==> config.mk <==
export PLATFORM = sky130hd
export DESIGN_NAME = uart_tx_arb_flat
export DESIGN_NICKNAME = d
export VERILOG_FILES = /design/src/rtl/uart_arb_pkg.sv /design/src/rtl/uart_tx_arb_if.sv /design/src/rtl/uart_tx_arb.sv /design/src/flat_wrapper.sv
export SDC_FILE = /design/constraint.sdc
export NUM_CORES = 1
export LEC_CHECK = 0
export ABC_AREA = 1
export CORE_MARGIN = 2
export CORE_UTILIZATION = 38
export CTS_CLUSTER_DIAMETER = 200
export DETAILED_ROUTE_END_ITERATION = 10
export PLACE_DENSITY = 0.83
export SETUP_SLACK_MARGIN = 0.05
export SLEW_MARGIN = 15
export SYNTH_ARGS = -nofsm -noshare
export SYNTH_HDL_FRONTEND = slang
export SYNTH_SLANG_ARGS = --single-unit
==> constraint.sdc <==
create_clock -name clk -period 1.2 [get_ports clk]
set_input_delay 0.3 -clock clk [delete_from_list [all_inputs] [get_ports clk]]
set_output_delay 0.3 -clock clk [all_outputs]
set_load 0.005 [all_outputs]
==> src/rtl/uart_arb_pkg.sv <==
// Shared types for the two-requester UART transmit arbiter:
// FSM state enum, requester count and byte width.
package uart_arb_pkg;

    localparam int NUM_REQ = 2;
    localparam int BYTE_W  = 8;

    typedef logic [BYTE_W-1:0] byte_t;

    typedef enum logic [1:0] {
        ARB_IDLE,
        ARB_START,
        ARB_WAIT_BUSY,
        ARB_WAIT_DONE
    } arb_state_e;

endpackage

==> src/rtl/uart_tx_arb_if.sv <==
// Byte stream from one requester to the arbiter.
// Ports: valid/data/last (requester -> arbiter), ready (arbiter -> requester).
interface uart_tx_arb_if;
    import uart_arb_pkg::*;

    logic  valid;
    byte_t data;
    logic  last;
    logic  ready;

    modport master (output valid, data, last, input ready);
    modport slave  (input valid, data, last, output ready);

endinterface

==> src/rtl/uart_tx_arb.sv <==
// Round-robin arbiter feeding bytes from two requesters into async_send,
// with frame locking and a launch timeout.
// Ports: clk, rst_n, req0/req1 (slave streams), TxD_busy in,
//        Tx_start, TxD_data, grant_id, tx_err out.
module uart_tx_arb
    import uart_arb_pkg::*;
#(
    parameter int BUSY_WAIT = 4
) (
    input  logic        clk,
    input  logic        rst_n,
    uart_tx_arb_if.slave req0,
    uart_tx_arb_if.slave req1,
    input  logic        TxD_busy,
    output logic        Tx_start,
    output byte_t       TxD_data,
    output logic        grant_id,
    output logic        tx_err
);

    localparam logic [1:0] S_IDLE      = 2'(ARB_IDLE);
    localparam logic [1:0] S_START     = 2'(ARB_START);
    localparam logic [1:0] S_WAIT_BUSY = 2'(ARB_WAIT_BUSY);
    localparam logic [1:0] S_WAIT_DONE = 2'(ARB_WAIT_DONE);

    localparam int CW = $clog2(BUSY_WAIT + 1);

    logic [1:0]    state_q, state_d;
    logic [CW-1:0] cnt_q, cnt_d;
    byte_t         data_q, data_d;
    logic          grant_q, grant_d;
    logic          lock_q, lock_d;
    logic          lock_id_q, lock_id_d;

    logic          sel_vld;
    logic          sel_id;
    byte_t         sel_data;
    logic          sel_last;
    logic          can_acc;
    logic          xfer;
    logic          timeout;
    logic [NUM_REQ-1:0] rdy;

    // While a frame is locked only its owner may be picked; otherwise a
    // tie goes to the requester that did not win last time.
    always_comb begin
        sel_vld = 1'b0;
        sel_id  = 1'b0;
        if (lock_q) begin
            sel_id  = lock_id_q;
            sel_vld = lock_id_q ? req1.valid : req0.valid;
        end else if (req0.valid && req1.valid) begin
            sel_vld = 1'b1;
            sel_id  = ~grant_q;
        end else if (req0.valid) begin
            sel_vld = 1'b1;
        end else if (req1.valid) begin
            sel_vld = 1'b1;
            sel_id  = 1'b1;
        end
    end

    assign sel_data = sel_id ? req1.data : req0.data;
    assign sel_last = sel_id ? req1.last : req0.last;

    assign can_acc = (state_q == S_IDLE) && !TxD_busy;
    assign xfer    = can_acc && sel_vld;

    assign rdy[0]     = xfer && !sel_id;
    assign rdy[1]     = xfer && sel_id;
    assign req0.ready = rdy[0];
    assign req1.ready = rdy[1];

    // Counter holds cycles already spent in WAIT_BUSY with busy low.
    assign timeout = (cnt_q == CW'(BUSY_WAIT - 1));

    always_comb begin
        state_d   = state_q;
        cnt_d     = cnt_q;
        data_d    = data_q;
        grant_d   = grant_q;
        lock_d    = lock_q;
        lock_id_d = lock_id_q;
        unique case (state_q)
            S_IDLE: begin
                if (xfer) begin
                    data_d    = sel_data;
                    grant_d   = sel_id;
                    lock_d    = !sel_last;
                    lock_id_d = sel_id;
                    state_d   = S_START;
                end
            end
            S_START: begin
                cnt_d   = '0;
                state_d = S_WAIT_BUSY;
            end
            S_WAIT_BUSY: begin
                if (TxD_busy) begin
                    state_d = S_WAIT_DONE;
                end else if (timeout) begin
                    // Launch failed: abandon the rest of the frame.
                    state_d = S_IDLE;
                    lock_d  = 1'b0;
                    cnt_d   = '0;
                end else begin
                    cnt_d = cnt_q + 1'b1;
                end
            end
            S_WAIT_DONE: begin
                if (!TxD_busy) begin
                    state_d = S_IDLE;
                end
            end
            default: state_d = S_IDLE;
        endcase
    end

    always_ff @(posedge clk or negedge rst_n) begin
        if (!rst_n) begin
            state_q   <= S_IDLE;
            cnt_q     <= '0;
            data_q    <= '0;
            grant_q   <= 1'b1;
            lock_q    <= 1'b0;
            lock_id_q <= 1'b0;
        end else begin
            state_q   <= state_d;
            cnt_q     <= cnt_d;
            data_q    <= data_d;
            grant_q   <= grant_d;
            lock_q    <= lock_d;
            lock_id_q <= lock_id_d;
        end
    end

    assign Tx_start = (state_q == S_START);
    assign TxD_data = data_q;
    assign grant_id = grant_q;
    assign tx_err   = (state_q == S_WAIT_BUSY) && !TxD_busy && timeout;

endmodule

==> src/flat_wrapper.sv <==
// flat-port wrapper written by rule: the top's interface ports become plain ports
module uart_tx_arb_flat import uart_arb_pkg::*;
#(
    parameter int BUSY_WAIT = 4
)
  (clk, rst_n, TxD_busy, Tx_start, TxD_data, grant_id, tx_err, req0_valid, req0_data, req0_last, req0_ready, req1_valid, req1_data, req1_last, req1_ready);
  uart_tx_arb_if req0_i ();
  uart_tx_arb_if req1_i ();
  input  logic clk;
  input  logic rst_n;
  input  logic TxD_busy;
  output logic Tx_start;
  output byte_t TxD_data;
  output logic grant_id;
  output logic tx_err;
  input wire logic [$bits(req0_i.valid)-1:0] req0_valid;
  input wire logic [$bits(req0_i.data)-1:0] req0_data;
  input wire logic [$bits(req0_i.last)-1:0] req0_last;
  output wire logic [$bits(req0_i.ready)-1:0] req0_ready;
  input wire logic [$bits(req1_i.valid)-1:0] req1_valid;
  input wire logic [$bits(req1_i.data)-1:0] req1_data;
  input wire logic [$bits(req1_i.last)-1:0] req1_last;
  output wire logic [$bits(req1_i.ready)-1:0] req1_ready;
  assign req0_i.valid = req0_valid;
  assign req0_i.data = req0_data;
  assign req0_i.last = req0_last;
  assign req0_ready = req0_i.ready;
  assign req1_i.valid = req1_valid;
  assign req1_i.data = req1_data;
  assign req1_i.last = req1_last;
  assign req1_ready = req1_i.ready;
  uart_tx_arb #(.BUSY_WAIT(BUSY_WAIT)) u_core (.clk(clk), .rst_n(rst_n), .req0(req0_i), .req1(req1_i), .TxD_busy(TxD_busy), .Tx_start(Tx_start), .TxD_data(TxD_data), .grant_id(grant_id), .tx_err(tx_err));
endmodule
; Word-level counts from Yosys, hierarchy flattened
; Index checks and enable logic that the tools add are counted.
; W data, S select, Z words.
[totals]
register_bits = 16
latchBits = 0
mem_bits_rw = 0
romBits = 0
input_bits = 23
word_cells = 56
mem_count = 0
[classes]
n_addsub = 1
n_mul = 0
div = 0
order_cmp = 0
n_eq_ne = 9
n_shift = 0
mux = 22
n_bitwise = 1
n_reduce_logical = 17
[ops]
columns = cell, n
row1 = $mux W1, 12
row2 = $mux W2, 4
row3 = $mux W8, 1
row4 = $pmux W2 S4, 1
row5 = $logic_and A1 B1 Y1, 7
row6 = $mux W3, 2
row7 = $pmux W3 S2, 1
row8 = $eq A2 B2 Y1 const B, 2
row9 = $ne A2 B1 Y1 const B, 2
row10 = $ne A2 B2 Y1 const B, 2
row11 = $reduce_and A2 Y1, 2
row12 = $reduce_and A4 Y1, 1
row13 = $reduce_bool A2 Y1, 2
row14 = $add A3 B1 Y3 const B, 1
row15 = $eq A3 B2 Y1 const B, 1
row16 = $logic_not A1 Y1, 3
row17 = $ne A3 B2 Y1 const B, 1
row18 = $reduce_and A3 Y1, 1
row19 = $eq A2 B1 Y1 const B, 1
row20 = $logic_not A2 Y1, 1
row21 = $pmux W1 S2, 1
row22 = $not A1 Y1, 1

; Logic depth before layout (Yosys ltp)
; Gate-level depths: netlist of the first run.
[depth]
ltp_word = 8
depth_mapped = 9

; Worst setup path after synthesis of the first run
; Ideal clock, no wire load.
[synth_timing]
kind = reg-to-output
from = reg u_core.state_q[0]
to = out req1_ready
t_arrival_ps = 961
required_time_ps = 900
path_slack_ps = -61
path_stages_with_launch = 7
cell_sequence = dfrtp_1 inv_2 nand2_2 nor2_4 nand2_4 buf_6 a21oi_1
[synth_via]
elab_chain_cells = 4
[synth_rtl]
columns = element, line
row1 = "start, declared", uart_tx_arb.sv:28  ; logic [1:0] state_q, state_d;
row2 = "start signal, assigned", uart_tx_arb.sv:128  ; state_q <= state_d;
row3 = $logic_not A2 Y1, uart_tx_arb.sv:66  ; assign can_acc = (state_q == S_IDLE) && !TxD_busy;
row4 = $logic_and A1 B1 Y1, uart_tx_arb.sv:66
row5 = $logic_and A1 B1 Y1, uart_tx_arb.sv:67  ; assign xfer = can_acc && sel_vld;
row6 = $logic_and A1 B1 Y1, uart_tx_arb.sv:70  ; assign rdy[1] = xfer && sel_id;
row7 = "end, declared", flat_wrapper.sv:23  ; output wire logic [$bits(req1_i.ready)-1:0] req1_ready;
; No other way between the ends.

; Worst setup path in the final report of the first run
[layout_timing]
from = reg u_core.lock_q
to = out req0_ready
[layout_via]
elab_chain_cells = 3
word_cells_on_any_way = 5
classes_between = mux (2) / reduce/logical (3)
[layout_rtl]
columns = element, line
row1 = "start, declared", uart_tx_arb.sv:32  ; logic lock_q, lock_d;
row2 = "start signal, assigned", uart_tx_arb.sv:132  ; lock_q <= lock_d;
row3 = $mux W1, uart_tx_arb.sv:49  ; if (lock_q) begin
row4 = $logic_and A1 B1 Y1 / $logic_not A1 Y1 (equally long branches), "uart_tx_arb.sv:67, uart_tx_arb.sv:69"
row5 = $logic_and A1 B1 Y1 (*), uart_tx_arb.sv:69  ; assign rdy[0] = xfer && !sel_id;
row6 = "end, declared", flat_wrapper.sv:19  ; output wire logic [$bits(req0_i.ready)-1:0] req0_ready;
; Every way passes the cells marked *; elsewhere a longest branch is shown, timed or not.

==> impl_metrics.env, run 1 <==
export IMPL_status="finished, violations left"
export IMPL_violations="negative setup slack"
export IMPL_switching_power_mw=1.57
export IMPL_finClkSkew_ps=0.629
export IMPL_clock_sinks=16
export IMPL_rows=17
export IMPL_num_antenna_cells=0
export IMPL_grt_antenna_before_repair=0
export IMPL_p_leak_nw=0.962
export IMPL_ys_seq_elements=16
export IMPL_seq_area_um2=402
export IMPL_synthArstFlopShare_pct=100
export IMPL_nNetsFinal=232
export IMPL_drtPass1Iterations=4
export IMPL_multi_input_area_um2=549
export IMPL_netlist_top_cells_count="nand2_1, dfrtp_1, nand3_1"
export IMPL_grt_pass1_wl_um=4520
export IMPL_crit_family="simple AND/OR/NAND/NOR gates"
export IMPL_synthFlopType="dfrtp_1"
export IMPL_drc=0
export IMPL_synth_cell_types=23
export IMPL_overflow=0
export IMPL_syn_area_um2=927
export IMPL_min_period_over_period_pct=137
export IMPL_hold_viol_final=0
export IMPL_hpwlAfterDp_um=1890
export IMPL_timing_slew_headroom_pct=78.5
export IMPL_critPathMaxFanout=4
export IMPL_gp_congestion=0.864
export IMPL_track_usage_pct=22.1
export IMPL_avgSynthCellArea_um2=7.30
export IMPL_final_cell_area_um2=1760
export IMPL_via_per_inst=4.76
export IMPL_p_per_area_nw_per_um2=2240
export IMPL_synth_area_leaders="dfrtp_1, nand2_1, nand3_1"
export IMPL_clk_pin_slew_ps=90
export IMPL_grt_pass1_vias=1082
export IMPL_final_layout_size_suffix_gt1_share_pct=47.8
export IMPL_worst_setup_path_end_kind="output port"
export IMPL_dpl_worst_slack_ps=-800
export IMPL_clkLatencyLatePin_ps=280
export IMPL_syn_inst=127
export IMPL_placed_cell_area_um2=1450
export IMPL_grt_max_degree=13
export IMPL_fin_setup_tns_ps=-3930
export IMPL_io_pins=36
export IMPL_cp_cell_sequence="nand2_1, nand2_1, nand2_2, nand2_4, nor2_4, buf_2"
export IMPL_power_internal_mw=2.37
export IMPL_ys_seq_area_share_pct=43.3
export IMPL_fill_cells=146
export IMPL_portBuffers=35
export IMPL_r2r_start="u_core.state_q[0]"
export IMPL_rrSetupSlack_ps=-230
export IMPL_ant_nets=0
export IMPL_rr_endpoint="u_core.cnt_q[2]"
export IMPL_hp_class="in2async"
export IMPL_area_delta_synth_final_pct=89.9
export IMPL_worst_pin_slew_ps=323
export IMPL_yosysTopAreaCellShare_pct=40.5
export IMPL_num_vias=1118
export IMPL_drtIter0Drc=20
export IMPL_synth_edff_count=0
export IMPL_seq_power_share_pct=23.4
export IMPL_cts_root_buffer_cell="clkbuf_4"
export IMPL_die_height_um=53.4
export IMPL_cts_buffers=3
export IMPL_switching_share_pct=39.9
export IMPL_drv_cap=0
export IMPL_drt_wl_total_um=3110
export IMPL_max_freq_mhz=608
export IMPL_reg2reg_depth=9
export IMPL_avgRoutedWirePerCell_um=13.2
export IMPL_cts_tree="yes"
export IMPL_slowest_delay_ps=440
export IMPL_yosysMostFrequentCell="nand2_1"
export IMPL_slew_viol_final=0
export IMPL_crit_top_cell="nand2_1"
export IMPL_yosys_warnings=0
export IMPL_fin_crit_ps=1650
export IMPL_power_frac_clock_pct=9.0
export IMPL_cp_num_buf_inv=1
export IMPL_dieArea_um2=2850
export IMPL_htreeDepth=1
export IMPL_crit_slowest_cell="dfrtp_1"
export IMPL_yosys_area_top_type="dfrtp_1"
export IMPL_worstPathRequired_ps=900
export IMPL_combinationalPowerShare_pct=67.6
export IMPL_core_area_um2=2250
export IMPL_clock_path_buffers=2
export IMPL_setup_ws_ps=-445
export IMPL_worstPathArrival_ps=1350
export IMPL_finalSetupViolCount=21
export IMPL_initial_utilization_pct=41.1
export IMPL_grt_setup_unrepaired="yes"
export IMPL_ir_worst_vdd_uv=1640
export IMPL_synth_fp_nets=151
export IMPL_cp_start_kind="flip-flop"
export IMPL_chipWidth_um=53.4
export IMPL_critPathKind="reg2out"
-- final cells by class --
class,count,area share (%)
Timing Repair Buffer,78,38.3
Multi-Input combinational cell,96,31.2
Sequential cell,16,22.8
Inverter,12,2.99
Clock buffer,4,2.06
Tap cell,28,1.99
Timing Repair inverter,1,0.640
-- repair_timing --
| action | in CTS | in global routing |
|---|---|---|
| cloned | 1 | 0 |
| setup endpoints to repair | 28 | 22 |
| hold buffers | 0 | 0 |
| pin swaps | 18 | 10 |
| setup buffers | 19 | 8 |
| resized for setup | 79 | 27 |
-- worst register-to-register path, cell delays in order (launching register included) --
cell	delay [ps]
dfrtp_1	390
buf_6	120
nor2_4	30
inv_2	70
nor2_4	40
buf_4	140
buf_4	120
buf_4	130
buf_4	130
a211oi_2	180
-- registers in the layout (all words and copies together) (netlist names) --
name,count
u_core.state_q,2
u_core.grant_id,1
u_core.cnt_q,3
u_core.lock_id_q,1
u_core.lock_q,1
u_core.TxD_data,8
-- cells in the final DEF (no fill, tap or decap), types with 2 or more instances in the layout --
cell,synthesis,routed
nand2_2,4,13
inv_1,9,5
buf_6,2,11
clkbuf_4,0,3
nand2_4,1,6
nand3_1,11,11
a21oi_2,1,2
buf_2,0,11
inv_8,0,2
nor2_4,1,4
buf_8,0,2
buf_4,1,31
nor2_1,8,6
dfrtp_1,15,15
nand2_1,57,43
inv_2,3,6
clkdlybuf4s50_1,0,20
-- power groups by stage --
stage	Combinational, mW	Sequential (mW)	Clock [mW]
floorplan	0.944	0.931	0
global placement	1.80	0.915	0
detailed placement	1.85	0.924	0
CTS	2.31	0.899	0.361
global route	2.91	0.944	0.390
finish	2.67	0.925	0.355
-- layer usage --
metal,track usage (%),vias up,part of all wire [%]
li1,-,558,-
met1,25.0,512,40
met2,40.7,39,52
met3,3.11,9,5.6
met4,8.97,0,2.2
met5,0,-,0
-- cells by family after synthesis --
family	Yosys count	synth area share, %
AOI/OAI and AO/OA	9	6.34
adders and majority gates	1	1.35
buffers and inverters	15	8.10
DFF	16	43.3
and+or+nand+nor	86	40.9
-- per-stage QoR --
step	power [mW]	utilization, %	std cells	hold WS [ps]
after floorplan	1.87	-	127	4.41
after global placement	2.71	64.3	208	462
after global routing	4.25	78.1	235	343
final	3.95	78.1	235	338
after CTS	3.57	72.4	229	358
after detailed placement	2.78	64.3	208	469
-- how the worst max path moves through the flow --
stage | startpoint | end | slack (ps) | cells past startpoint
global route | u_core.lock_q | req0_ready | -480 | 6
CTS | u_core.state_q[0] | tx_err | -410 | 7
finish | u_core.lock_q | req0_ready | -450 | 6
global placement | TxD_busy | req1_ready | -790 | 5
floorplan | u_core.state_q[0] | req1_ready | -40 | 6
detailed placement | TxD_busy | req1_ready | -800 | 5
(Power assumes the default switching activity.)
==> run 2: changes to the inputs <==
--- a/config.mk
+++ b/config.mk
@@ -16,3 +16,4 @@
 export SYNTH_ARGS = -nofsm -noshare
 export SYNTH_HDL_FRONTEND = slang
 export SYNTH_SLANG_ARGS = --single-unit
+export TNS_END_PERCENT = 50
==> impl_metrics.env, run 2 (synthesis gave the netlist of run 1 again) <==
export IMPL_status="finished, violations left"
export IMPL_violations="negative setup slack"
export IMPL_largest_reg_flops=8
export IMPL_ir_worst_vdd_uv=1790
export IMPL_fin_crit_ps=1650
export IMPL_grt_setup_unrepaired="yes"
export IMPL_num_antenna_cells=0
export IMPL_worstPathRequired_ps=900
export IMPL_chipWidth_um=53.4
export IMPL_crit_top_cell="nand2_4"
export IMPL_clock_path_buffers=2
export IMPL_portBuffers=35
export IMPL_finClkSkew_ps=1.29
export IMPL_core_area_um2=2250
export IMPL_crit_family="flip-flops"
export IMPL_cts_buffers=3
export IMPL_grt_pass1_wl_um=4620
export IMPL_gp_congestion=0.817
export IMPL_cp_cell_sequence="inv_2, buf_6, nand2_4, nor2_4, nand2_4, a21oi_2, buf_2"
export IMPL_fin_setup_tns_ps=-5190
export IMPL_htreeDepth=1
export IMPL_cts_root_buffer_cell="clkbuf_4"
export IMPL_placed_cell_area_um2=1440
export IMPL_clkLatencyLatePin_ps=290
export IMPL_io_pins=36
export IMPL_area_delta_synth_final_pct=83.0
export IMPL_dieArea_um2=2850
export IMPL_cp_num_buf_inv=3
export IMPL_grt_pass1_vias=1089
export IMPL_timing_slew_headroom_pct=81.2
export IMPL_slew_viol_final=0
export IMPL_layout_commonest_cell="nand2_1"
export IMPL_hpwlAfterDp_um=1980
export IMPL_multi_input_area_um2=510
export IMPL_seq_area_um2=402
export IMPL_avgRoutedWirePerCell_um=13.1
export IMPL_drc=0
export IMPL_ant_nets=0
export IMPL_power_frac_clock_pct=9.4
export IMPL_worst_setup_path_end_kind="output port"
export IMPL_max_freq_mhz=607
export IMPL_final_cell_area_um2=1700
export IMPL_power_internal_mw=2.31
export IMPL_p_leak_nw=0.915
export IMPL_p_total_mw=3.81
export IMPL_grt_antenna_before_repair=0
export IMPL_drtPass1Iterations=4
export IMPL_critPathKind="reg2out"
export IMPL_hold_viol_final=0
export IMPL_ctsHoldBuffers=0
export IMPL_min_period_over_period_pct=137
export IMPL_setup_ws_ps=-448
export IMPL_clock_sinks=16
export IMPL_p_per_area_nw_per_um2=2240
export IMPL_hp_class="in2async"
export IMPL_switching_share_pct=39.5
export IMPL_worstPathArrival_ps=1350
export IMPL_grt_max_degree=12
export IMPL_rows=17
export IMPL_critPathMaxFanout=3
export IMPL_combinationalPowerShare_pct=66.3
export IMPL_cts_tree="yes"
export IMPL_switching_power_mw=1.50
export IMPL_drt_wl_total_um=3030
export IMPL_clk_pin_slew_ps=90
export IMPL_num_vias=1110
export IMPL_nNetsFinal=229
export IMPL_seq_power_share_pct=24.3
export IMPL_final_layout_size_suffix_gt1_share_pct=44.1
export IMPL_initial_utilization_pct=41.1
export IMPL_die_height_um=53.4
export IMPL_overflow=0
export IMPL_finalSetupViolCount=21
export IMPL_drv_cap=0
export IMPL_fill_cells=154
export IMPL_via_per_inst=4.78
export IMPL_final_cell_mix="nand2_1, buf_4, clkdlybuf4s50_1, dfrtp_1, buf_2"
export IMPL_worst_pin_slew_ps=283
export IMPL_slowest_delay_ps=410
export IMPL_track_usage_pct=22.4
export IMPL_crit_slowest_cell="dfrtp_1"
export IMPL_cp_start_kind="flip-flop"
export IMPL_drtIter0Drc=17
## run 2: cell types whose count changed in the layout (fill, tap and decap cells not counted), sizes merged
cell and delta:
dlymetal6s2s -1, buf -3, clkdlybuf4s15 -1, clkbuf +1, inv -1, clkinv +1, clkdlybuf4s50 +1
## run 2: area by class of cell
| cell class | instances | share of cell area (%) |
|---|---|---|
| well taps | 28 | 2.06 |
| multi-input cells | 96 | 30.1 |
| clock buffers | 4 | 2.14 |
| flip-flops and latches | 16 | 23.7 |
| inverters | 12 | 3.39 |
| repair buffers | 75 | 38.1 |
| repair inverters | 1 | 0.516 |
## run 2: worst register-to-register path: cells and delay by family (launching register included)
kind,cells,cell delay [ps]
flip-flops,1,410
buffers and inverters,5,590
AND/OR/NAND/NOR,7,440
## run 2: final timing paths
kind	from	endpoint	slack [ps]	cells past startpoint
min in group clk	u_core.TxD_data[5]	u_core.TxD_data[5]	500	2
worst max-delay path	u_core.state_q[1]	req1_ready	-450	7
worst max register to register	u_core.state_q[1]	u_core.lock_q	-320	12
worst min register to register	u_core.TxD_data[5]	u_core.TxD_data[5]	500	2
worst min-delay path	rst_n	u_core.cnt_q[1]	330	2
max in group asynchronous	rst_n	u_core.grant_id	670	2
## run 2: power groups by stage
stage               clock network, mW  registers, mW  logic (mW)
finish                          0.358          0.927        2.52
global route                    0.392          0.944        2.78
CTS                             0.370          0.909        2.27
detailed placement                  0          0.924        1.86
global placement                    0          0.912        1.80
floorplan                           0          0.931       0.944
## run 2: metrics by stage
stage	setup WS [ps]	cells	utilization [%]	hold slack (ps)
floorplan	-39.9	127	-	4.41
global placement	-787	207	63.9	462
detailed placement	-830	207	63.9	465
CTS	-453	229	71.3	322
global route	-530	232	75.2	328
finish	-448	232	75.2	326
## run 2: what timing repair did
action / 4_1_cts / 5_1_grt
cloned: 0 / 2
pin swaps: 10 / 10
setup buffers: 19 / 3
endpoints found under the setup margin: 27 / 21
hold endpoints to repair: 0 / 0
resized for setup: 73 / 16
## run 2: layer usage
layer	GRT usage, %	share of wire [%]	routed length [um]	vias to the layer above
li1	-	-	-	553
met1	23.0	37	1130	504
met2	43.4	53	1610	42
met3	3.67	6.9	209	11
met4	9.40	2.7	81	0
met5	0	0	0	-
==> run 3: changes to the inputs <==
--- a/config.mk
+++ b/config.mk
@@ -6,7 +6,6 @@
 export NUM_CORES = 1
 export LEC_CHECK = 0
 export ABC_AREA = 1
-export CORE_MARGIN = 2
 export CORE_UTILIZATION = 38
 export CTS_CLUSTER_DIAMETER = 200
 export DETAILED_ROUTE_END_ITERATION = 10
==> impl_metrics.env, run 3 (synthesis gave the netlist of run 1 again) <==
export IMPL_hpwlAfterDp_um=2010
export IMPL_p_per_area_nw_per_um2=2350
export IMPL_grt_antenna_before_repair=0
export IMPL_power_frac_clock_pct=8.3
export IMPL_drv_cap=0
export IMPL_clock_path_buffers=2
export IMPL_critPathMaxFanout=2
export IMPL_finalSetupViolCount=20
export IMPL_final_util_pct=80.7
export IMPL_ctsHoldBuffers=0
export IMPL_worstPathArrival_ps=1390
export IMPL_fin_setup_tns_ps=-4120
export IMPL_num_vias=1155
export IMPL_cts_tree="yes"
export IMPL_portBuffers=35
export IMPL_min_period_over_period_pct=141
export IMPL_grt_setup_unrepaired="yes"
export IMPL_drc=0
export IMPL_cts_buffers=3
export IMPL_final_cell_area_um2=1820
export IMPL_max_freq_mhz=592
export IMPL_clk_pin_slew_ps=90
export IMPL_track_usage_pct=27.4
export IMPL_worst_pin_slew_ps=338
export IMPL_finClkSkew_ps=2.60
export IMPL_rows=17
export IMPL_slew_viol_final=0
export IMPL_p_leak_nw=0.969
export IMPL_largest_reg_flops=8
export IMPL_clock_sinks=16
export IMPL_core_area_um2=2250
export IMPL_dieArea_um2=2640
export IMPL_die_height_um=51.4
export IMPL_drtIter0Drc=11
export IMPL_power_internal_mw=2.58
export IMPL_hp_class="in2async"
export IMPL_cp_start_kind="flip-flop"
export IMPL_fin_crit_ps=1690
export IMPL_switching_share_pct=39.8
export IMPL_final_cells=241
export IMPL_clkLatencyLatePin_ps=280
export IMPL_placed_cell_area_um2=1440
export IMPL_cts_root_buffer_cell="clkbuf_4"
export IMPL_worst_setup_path_end_kind="output port"
export IMPL_final_layout_size_suffix_gt1_share_pct=47.4
export IMPL_drt_wl_total_um=3360
export IMPL_avgRoutedWirePerCell_um=14.0
export IMPL_overflow=0
export IMPL_via_per_inst=4.79
export IMPL_io_pins=36
export IMPL_placedCellCount=207
export IMPL_fill_cells=139
export IMPL_drtPass1Iterations=4
export IMPL_seq_power_share_pct=21.8
export IMPL_seq_area_um2=402
export IMPL_final_cell_mix="nand2_1, buf_4, clkdlybuf4s50_1, buf_6, dfrtp_1"
export IMPL_ant_nets=0
export IMPL_switching_power_mw=1.71
export IMPL_p_total_mw=4.29
export IMPL_num_antenna_cells=0
export IMPL_timing_slew_headroom_pct=77.5
export IMPL_setup_ws_ps=-489
export IMPL_gp_congestion=0.773
export IMPL_grt_pass1_wl_um=5240
export IMPL_dpl_worst_slack_ps=-800
export IMPL_area_delta_synth_final_pct=96.4
export IMPL_fin_hold_ws_ps=341
export IMPL_multi_input_area_um2=551
export IMPL_grt_max_degree=16
export IMPL_ir_worst_vdd_uv=1840
export IMPL_combinationalPowerShare_pct=69.9
export IMPL_nNetsFinal=238
export IMPL_initial_utilization_pct=41.1
export IMPL_layout_commonest_cell="nand2_1"
export IMPL_chipWidth_um=51.4
export IMPL_hold_viol_final=0
export IMPL_grt_pass1_vias=1215
export IMPL_violations="negative setup slack"
export IMPL_htreeDepth=1
export IMPL_worstPathRequired_ps=900
export IMPL_status="finished, violations left"
export IMPL_critPathKind="reg2out"
[run 3: cell count changes in the layout (fill, tap and decap cells not counted), moves of 2 or more]
cell	delta
buf_6	+12
nand2_2	-4
nand2_1	+3
nand3_1	-3
nand3_4	+2
[run 3: worst paths after layout]
kind / start / to / slack (ps) / cells past startpoint
worst min-delay path: rst_n / u_core.grant_id / 340 / 1
min in group clk: u_core.TxD_data[6] / u_core.TxD_data[6] / 490 / 2
max in group asynchronous: rst_n / u_core.state_q[1] / 650 / 2
worst max register to register: u_core.state_q[1] / u_core.cnt_q[2] / -390 / 11
worst max-delay path: u_core.state_q[1] / tx_err / -490 / 8
worst min register to register: u_core.TxD_data[6] / u_core.TxD_data[6] / 490 / 2
[run 3: power by group through the flow]
stage	combinational [mW]	sequential [mW]	clock (mW)
2_1_floorplan	0.944	0.931	0
3_3_place_gp	1.79	0.915	0
3_5_place_dp	1.88	0.926	0
4_1_cts	2.55	0.908	0.359
5_1_grt	3.25	0.952	0.376
6_report	3.00	0.932	0.357
[run 3: timing repair]
item,CTS,global route
endpoints found under the setup margin,28,21
buffers inserted,28,12
cloned,0,0
pin swaps,11,15
gates resized for setup,80,26
[run 3: layout make-up]
class / count / area share [%]
Clock buffer: 4 / 1.99
Inverter: 12 / 2.89
Multi-Input combinational cell: 96 / 30.2
Sequential cell: 16 / 22.1
Tap cell: 28 / 1.92
Timing Repair Buffer: 85 / 40.9
[run 3: worst max-delay path, stage by stage (launching register included)]
cell     delay, ps
dfrtp_1        380
inv_2           50
buf_6          120
nor2_4         120
inv_2           70
nor2_4         110
inv_2           50
nor2_1          80
buf_2          120
[run 3: metal layers]
metal	track usage (%)	vias up	routed length, um
li1	-	567	-
met1	27.9	533	1290
met2	50.0	43	1790
met3	5.65	12	163
met4	17.1	0	114
met5	0	-	0
